--- src/rtl/rv32i_pkg.sv ---
// rv32i_pkg
// Shared definitions for the decode/execute operand stage and its register
// file.
//
// Contents:
//   - XLEN and NREGS: default datapath width and register count.
//   - REG_AW: register address width.
//   - fs_e: the execute-stage function-select encodings.
//   - FS_BUBBLE: the function select loaded for a bubble.
//   - is_legal_fs(): returns 1 when a 4-bit code is one of the legal
//     function selects.
package rv32i_pkg;

  localparam int XLEN   = 32;
  localparam int NREGS  = 32;
  localparam int REG_AW = $clog2(NREGS);

  typedef enum logic [3:0] {
    FS_ADD  = 4'b0000,
    FS_SUB  = 4'b0001,
    FS_SLL  = 4'b0010,
    FS_SLT  = 4'b0100,
    FS_SLTU = 4'b0110,
    FS_XOR  = 4'b1000,
    FS_SRL  = 4'b1010,
    FS_SRA  = 4'b1011,
    FS_OR   = 4'b1100,
    FS_AND  = 4'b1110
  } fs_e;

  // A bubble looks like an ADD that writes nothing.
  localparam logic [3:0] FS_BUBBLE = FS_ADD;

  function automatic logic is_legal_fs(input logic [3:0] fs);
    case (fs)
      FS_ADD, FS_SUB, FS_SLL, FS_SLT, FS_SLTU,
      FS_XOR, FS_SRL, FS_SRA, FS_OR, FS_AND: is_legal_fs = 1'b1;
      default:                               is_legal_fs = 1'b0;
    endcase
  endfunction

endpackage

--- src/rtl/regfile_2r1w.sv ---
// regfile_2r1w
// Architectural register file with two combinational read ports and one
// write port. Entry 0 is hardwired to zero: writes to it are dropped, and
// reads of it return zero.
//
// Optional build macro: RF_BYPASS_EN
//   - Defined: a read of the register being written this cycle returns the
//     incoming wb_data (write-through).
//   - Undefined: such a read returns the old entry. The new value becomes
//     visible on the following cycle.
//
// Ports:
//   clk, rst           rising-edge clock; async active-high reset that
//                      clears every entry
//   rs1_addr, rs2_addr read addresses
//   rs1_data, rs2_data combinational read data
//   wb_en              write-back enable
//   wb_addr, wb_data   write-back address and data
//
// NREGS is expected to be a power of two, so every address decodes to a
// real entry.
module regfile_2r1w #(
  parameter int XLEN  = rv32i_pkg::XLEN,
  parameter int NREGS = rv32i_pkg::NREGS,
  parameter int AW    = $clog2(NREGS)
) (
  input  logic            clk,
  input  logic            rst,
  input  logic [AW-1:0]   rs1_addr,
  input  logic [AW-1:0]   rs2_addr,
  output logic [XLEN-1:0] rs1_data,
  output logic [XLEN-1:0] rs2_data,
  input  logic            wb_en,
  input  logic [AW-1:0]   wb_addr,
  input  logic [XLEN-1:0] wb_data
);

  logic [XLEN-1:0] rf_q [NREGS];
  logic [XLEN-1:0] rf_d [NREGS];
  logic            wb_hit_valid;

  // A write to x0 is treated as no write at all.
  assign wb_hit_valid = wb_en && (wb_addr != '0);

  // Next-state for the array: only the addressed entry changes.
  always_comb begin
    rf_d = rf_q;
    if (wb_hit_valid) begin
      rf_d[wb_addr] = wb_data;
    end
  end

  always_ff @(posedge clk or posedge rst) begin
    if (rst) begin
      for (int i = 0; i < NREGS; i++) begin
        rf_q[i] <= '0;
      end
    end else begin
      rf_q <= rf_d;
    end
  end

  // Read ports. x0 is forced to zero here as well, so that the bypass
  // path can never return a value for x0.
  always_comb begin
    rs1_data = (rs1_addr == '0) ? '0 : rf_q[rs1_addr];
    rs2_data = (rs2_addr == '0) ? '0 : rf_q[rs2_addr];
`ifdef RF_BYPASS_EN
    if (wb_hit_valid && (wb_addr == rs1_addr)) begin
      rs1_data = wb_data;
    end
    if (wb_hit_valid && (wb_addr == rs2_addr)) begin
      rs2_data = wb_data;
    end
`endif
  end

endmodule

--- src/rtl/id_ex_operand_stage.sv ---
// id_ex_operand_stage
// Decode-to-execute pipeline stage. Each cycle it:
//   - reads rs1 and rs2 from the register file;
//   - selects either the immediate or R[rs2] for operand B;
//   - registers the operands and control into the ID/EX register.
// It also takes the write-back port from later stages. The register file is
// never stalled.
//
// Optional build macro: RF_BYPASS_EN (see regfile_2r1w). When defined, a
// write-back in the same cycle is visible to the operand reads.
//
// Ports:
//   clk, rst                 rising-edge clock; async active-high reset
//   valid_in                 a decoded instruction is present this cycle
//   rs1, rs2, rd_in          source and destination register addresses
//   imm, use_imm             immediate value and B-operand select
//   fs_in, reg_write_in      function select and write-back request
//   stall, flush             hazard control (flush has priority)
//   wb_en, wb_addr, wb_data  write-back port into the register file
//   A, B, FS, rd_out         registered operands and control
//   reg_write_out            registered write enable (0 for bubbles and
//                            for illegal function selects)
//   valid_out                registered valid
//   illegal_fs               registered: the loaded fs_in was not legal
//
// Edge priority: rst > flush > stall > load.
module id_ex_operand_stage #(
  parameter int XLEN  = rv32i_pkg::XLEN,
  parameter int NREGS = rv32i_pkg::NREGS,
  parameter int AW    = $clog2(NREGS)
) (
  input  logic            clk,
  input  logic            rst,
  input  logic            valid_in,
  input  logic [AW-1:0]   rs1,
  input  logic [AW-1:0]   rs2,
  input  logic [AW-1:0]   rd_in,
  input  logic [XLEN-1:0] imm,
  input  logic            use_imm,
  input  logic [3:0]      fs_in,
  input  logic            reg_write_in,
  input  logic            stall,
  input  logic            flush,
  input  logic            wb_en,
  input  logic [AW-1:0]   wb_addr,
  input  logic [XLEN-1:0] wb_data,
  output logic [XLEN-1:0] A,
  output logic [XLEN-1:0] B,
  output logic [3:0]      FS,
  output logic [AW-1:0]   rd_out,
  output logic            reg_write_out,
  output logic            valid_out,
  output logic            illegal_fs
);

  import rv32i_pkg::*;

  logic [XLEN-1:0] rf_a;
  logic [XLEN-1:0] rf_b;
  logic [XLEN-1:0] b_sel;
  logic            fs_ok;

  logic [XLEN-1:0] a_q,  a_d;
  logic [XLEN-1:0] b_q,  b_d;
  logic [3:0]      fs_q, fs_d;
  logic [AW-1:0]   rd_q, rd_d;
  logic            reg_write_q, reg_write_d;
  logic            valid_q, valid_d;
  logic            illegal_q, illegal_d;

  regfile_2r1w #(
    .XLEN  (XLEN),
    .NREGS (NREGS),
    .AW    (AW)
  ) u_regfile (
    .clk      (clk),
    .rst      (rst),
    .rs1_addr (rs1),
    .rs2_addr (rs2),
    .rs1_data (rf_a),
    .rs2_data (rf_b),
    .wb_en    (wb_en),
    .wb_addr  (wb_addr),
    .wb_data  (wb_data)
  );

  assign b_sel = use_imm ? imm : rf_b;
  assign fs_ok = is_legal_fs(fs_in);

  // ID/EX next-state.
  //   - flush, or no valid instruction: load a bubble.
  //   - stall: the register holds its value.
  //   - illegal fs_in: still counts as a valid instruction, but it is
  //     defused into an ADD that writes nothing, with illegal_fs raised.
  always_comb begin
    a_d         = a_q;
    b_d         = b_q;
    fs_d        = fs_q;
    rd_d        = rd_q;
    reg_write_d = reg_write_q;
    valid_d     = valid_q;
    illegal_d   = illegal_q;
    if (flush || (!stall && !valid_in)) begin
      a_d         = '0;
      b_d         = '0;
      fs_d        = FS_BUBBLE;
      rd_d        = '0;
      reg_write_d = 1'b0;
      valid_d     = 1'b0;
      illegal_d   = 1'b0;
    end else if (!stall) begin
      a_d         = rf_a;
      b_d         = b_sel;
      rd_d        = rd_in;
      valid_d     = 1'b1;
      fs_d        = fs_ok ? fs_in : FS_BUBBLE;
      reg_write_d = fs_ok && reg_write_in;
      illegal_d   = !fs_ok;
    end
  end

  always_ff @(posedge clk or posedge rst) begin
    if (rst) begin
      a_q         <= '0;
      b_q         <= '0;
      fs_q        <= FS_BUBBLE;
      rd_q        <= '0;
      reg_write_q <= 1'b0;
      valid_q     <= 1'b0;
      illegal_q   <= 1'b0;
    end else begin
      a_q         <= a_d;
      b_q         <= b_d;
      fs_q        <= fs_d;
      rd_q        <= rd_d;
      reg_write_q <= reg_write_d;
      valid_q     <= valid_d;
      illegal_q   <= illegal_d;
    end
  end

  assign A             = a_q;
  assign B             = b_q;
  assign FS            = fs_q;
  assign rd_out        = rd_q;
  assign reg_write_out = reg_write_q;
  assign valid_out     = valid_q;
  assign illegal_fs    = illegal_q;

endmodule

--- config.mk ---
export PLATFORM = sky130hd
export DESIGN_NAME = id_ex_operand_stage
export DESIGN_NICKNAME = d
export VERILOG_FILES = /design/src/rtl/rv32i_pkg.sv /design/src/rtl/regfile_2r1w.sv /design/src/rtl/id_ex_operand_stage.sv
export SDC_FILE = /design/constraint.sdc
export NUM_CORES = 2
export LEC_CHECK = 0
export CAP_MARGIN = 20
export CORE_UTILIZATION = 56
export DETAILED_ROUTE_END_ITERATION = 8
export PLACE_DENSITY = 0.73
export REMOVE_ABC_BUFFERS = 1
export SYNTH_ARGS = -nofsm -noshare
export SYNTH_HDL_FRONTEND = slang
export SYNTH_SLANG_ARGS = --single-unit
--- constraint.sdc ---
create_clock -name clk -period 32 [get_ports clk]
set_input_delay 3.2 -clock clk [delete_from_list [all_inputs] [get_ports clk]]
set_output_delay 3.2 -clock clk [all_outputs]
set_load 0.02 [all_outputs]
==> impl_metrics.yaml <==
final_layout:
  area_delta_synth_final_pct: 11.4
  drive_gt1_frac: 0.467
  n_fill_cell: 7336
  fin_area_mm2: 0.0633
  multi_input_area_mm2: 0.0276
  seqCellArea_mm2: 0.0275
  utilization: 0.631
  finalNetCount: 3886
clock_network:
  post_cts_buffers: 0
  cts_tree: "built"
  cts_hold_buffers: 0
  cts_resized: 0
  htreeDepth: 3
  cts.sinks: 1100
  path_clk_slew_ns: 0.06
  clockBufferDepth: 3
  worstSkewPairLatency_ns: 0.71
  cts_buffers: 114
  cts_root_buf: "clkbuf_16"
critical_path:
  slowest_stage: "buf_4"
  start_kind: "input pin"
  cp.required_ns: 32.75
  crit_arrival_ns: 7.74
  crit_path_end_kind: "async pin"
  worst_path_largest_cell_delay_ns: 0.87
  cp_max_fo: 124
  reg2reg_slack_ns: 29.59
  critPathKind: "in2async"
  crit_top_cell: "buf_4"
  path_cells: "clkdlybuf4s50_1 > inv_8 > buf_4 > buf_4 > buf_4 > buf_4"
timing:
  slew_viol_final: 0
  worst_slew_pin_slew_ns: 1.16
  rsz0062_at_grt: "no"
  finalCriticalPeriod_ns: 6.99
  worst_clock_skew_ns: 0.0217
  setup_tns_ns: 0
  fmax_mhz: 143
  setup_violations: 0
  finalHoldViolations: 0
  finalCritPeriodShare: 0.218
  relSlewSlack: 0.222
global_route:
  antenna_found_initial: 5
  grt_pass1_wl_um: 256000
  grt_max_degree: 125
  overflow: 0
  grt_pass1_vias: 37900
  grt_usage: 0.338
outcome:
  status: "complete, no violations"
drt:
  vias: 37300
  avgRoutedWirePerCell_um: 32.6
  drc_errors: 0
  drt_first_pass_iters: 6
  viasPerCell: 7.11
  initialDrtViolationCount: 4142
  drt-total-wl_um: 171000
  ant_nets: 0
floorplanning:
  die-area_mm2: 0.103
  core_mm2: 0.100
  die_width_um: 321
  die_y_um: 321
  num_rows: 116
  io-pin-count: 172
  start_util: 0.567
synthesis:
  synth_edf_count: 0
  synth-warning-count: 0
  syn_area_per_cell_um2: 14.8
  seq_area_frac_synth: 0.484
  syn_inst: 3845
  ys_seq_elements: 1100
  yosys.cell_types.count: 46
  netlist_area_mm2: 0.0568
  synthFlopType: "dfrtp_1"
  async_flop_share: 1.00
placement:
  placed_area_mm2: 0.0593
  port_buffers: 171
  place.gp.congestion: 0.814
  dp_hpwl_um: 91700
pwr:
  ir_drop_mv: 0.0485
  cellLeakagePower_nw: 27.1
  total_power_mw: 3.93
  powerDensity_mw_per_mm2: 62.1
flow_run:
  cap_violations: 0
hold_path:
  min_path_type: "reg2reg"
-- routing by layer --
metal  track usage  vias to the layer above  share of wire
met3        0.0761                      395          0.094
met1         0.474                    20100           0.40
met5             0                        -        0.00033
met4         0.135                        8          0.040
met2         0.515                     1893           0.46
li1              -                    14900              -
-- registers in the layout, indices dropped and copies added, names as in the netlist --
| name | count |
|---|---|
| rd_out | 5 |
| valid_out | 1 |
| FS | 4 |
| u_regfile.rf_q | 1024 |
| B | 32 |
| reg_write_out | 1 |
| illegal_fs | 1 |
| A | 32 |
-- cells in the final DEF (no fill, tap or decap), drive strengths merged, types with 8 or more instances in the layout --
| cell | instances |
|---|---|
| dfrtp | 1100 |
| mux2 | 1073 |
| mux4 | 391 |
| mux2i | 195 |
| clkbuf | 170 |
| clkdlybuf4s50 | 162 |
| buf | 103 |
| a22o | 92 |
| nand2 | 84 |
| o22ai | 55 |
| a2111oi | 51 |
| a211oi | 46 |
| o221ai | 43 |
| a221oi | 35 |
| nor3 | 35 |
| nor2 | 33 |
| a21oi | 30 |
| a221o | 26 |
| clkinv | 26 |
| o31ai | 20 |
| a22oi | 18 |
| o21ai | 12 |
| o2111ai | 10 |
| a311oi | 10 |
| nor2b | 10 |
| bufinv | 8 |
| inv | 8 |
-- critical path: cells and delay by family --
family	cells	cell delay [ns]
buf+inv	6	4.27
-- through the flow --
stage | instances | setup slack, ns | hold WS [ns]
after floorplan | 3408 | -2.17 | 0.365
after global placement | 5027 | 24.20 | 0.383
after detailed placement | 5027 | 24.11 | 0.386
after CTS | 5240 | 24.86 | 0.400
after global routing | 5246 | 24.36 | 0.411
final | 5246 | 25.01 | 0.396
-- synthesized netlist by cell type, types with 4 or more instances --
cell type	count	area, um2
nor3b_1	5	37.5
a311oi_1	10	87.6
o221ai_1	43	377
mux4_2	391	8810
nor2_1	33	124
mux2_2	1073	12100
nor2b_1	10	62.6
o311ai_0	4	35.0
a21oi_1	30	150
mux2i_1	195	1950
buf_1	62	233
nand2b_1	5	31.3
a221oi_1	35	307
dfrtp_1	1100	27500
o21ai_0	12	60.1
nor3_1	34	170
a211oi_1	46	345
a22o_1	92	806
clkbuf_1	268	1010
a22oi_1	18	135
buf_2	65	325
buf_4	29	218
nand2_1	84	315
buf_6	12	135
a2111oi_0	47	412
o22ai_1	55	344
o31ai_1	20	150
o2111ai_1	10	87.6
a221o_1	26	260
nand3b_1	4	30.0
-- final cells by class --
type                    instances  share of cell area
multi-input cells            2305               0.436
flip-flops and latches       1100               0.435
clock buffers                 169              0.0538
repair buffers                266              0.0400
well taps                    1357              0.0268
clock inverters                44             0.00749
inverters                       3            0.000297
diodes                          2           0.0000791
-- logic make-up (layout without fill, tap and decap cells) --
group	count (synthesis)	in the layout	share of synthesized area
mux	1659	1659	0.402
flops	1100	1100	0.484
compound gates	457	457	0.0643
buf+inv	440	482	0.0340
simple gates	188	188	0.0151
xor+xnor	1	1	0.000154
other cells	0	2	0
-- where the power goes --
group	switching, mW	internal (mW)	total (mW)
sequential	0.187	1.64	1.83
clock	0.573	0.799	1.37
combinational	0.286	0.443	0.730
-- final timing paths --
check                      cells after the start                              from                                to
setup / recovery                               6                               rst   u_regfile.rf_q[205]$_DFFE_PP0P_
hold / removal                                 0  u_regfile.rf_q[1005]$_DFFE_PP0P_  u_regfile.rf_q[1005]$_DFFE_PP0P_
setup reg to reg                               5   u_regfile.rf_q[524]$_DFFE_PP0P_                 B[12]$_DFFE_PP0P_
hold reg to reg                                0  u_regfile.rf_q[1005]$_DFFE_PP0P_  u_regfile.rf_q[1005]$_DFFE_PP0P_
max in group clk                               8                            rs2[2]                 B[12]$_DFFE_PP0P_
min in group asynchronous                      2                               rst   u_regfile.rf_q[944]$_DFFE_PP0P_
No activity file was read; power rests on OpenSTA's default activity.
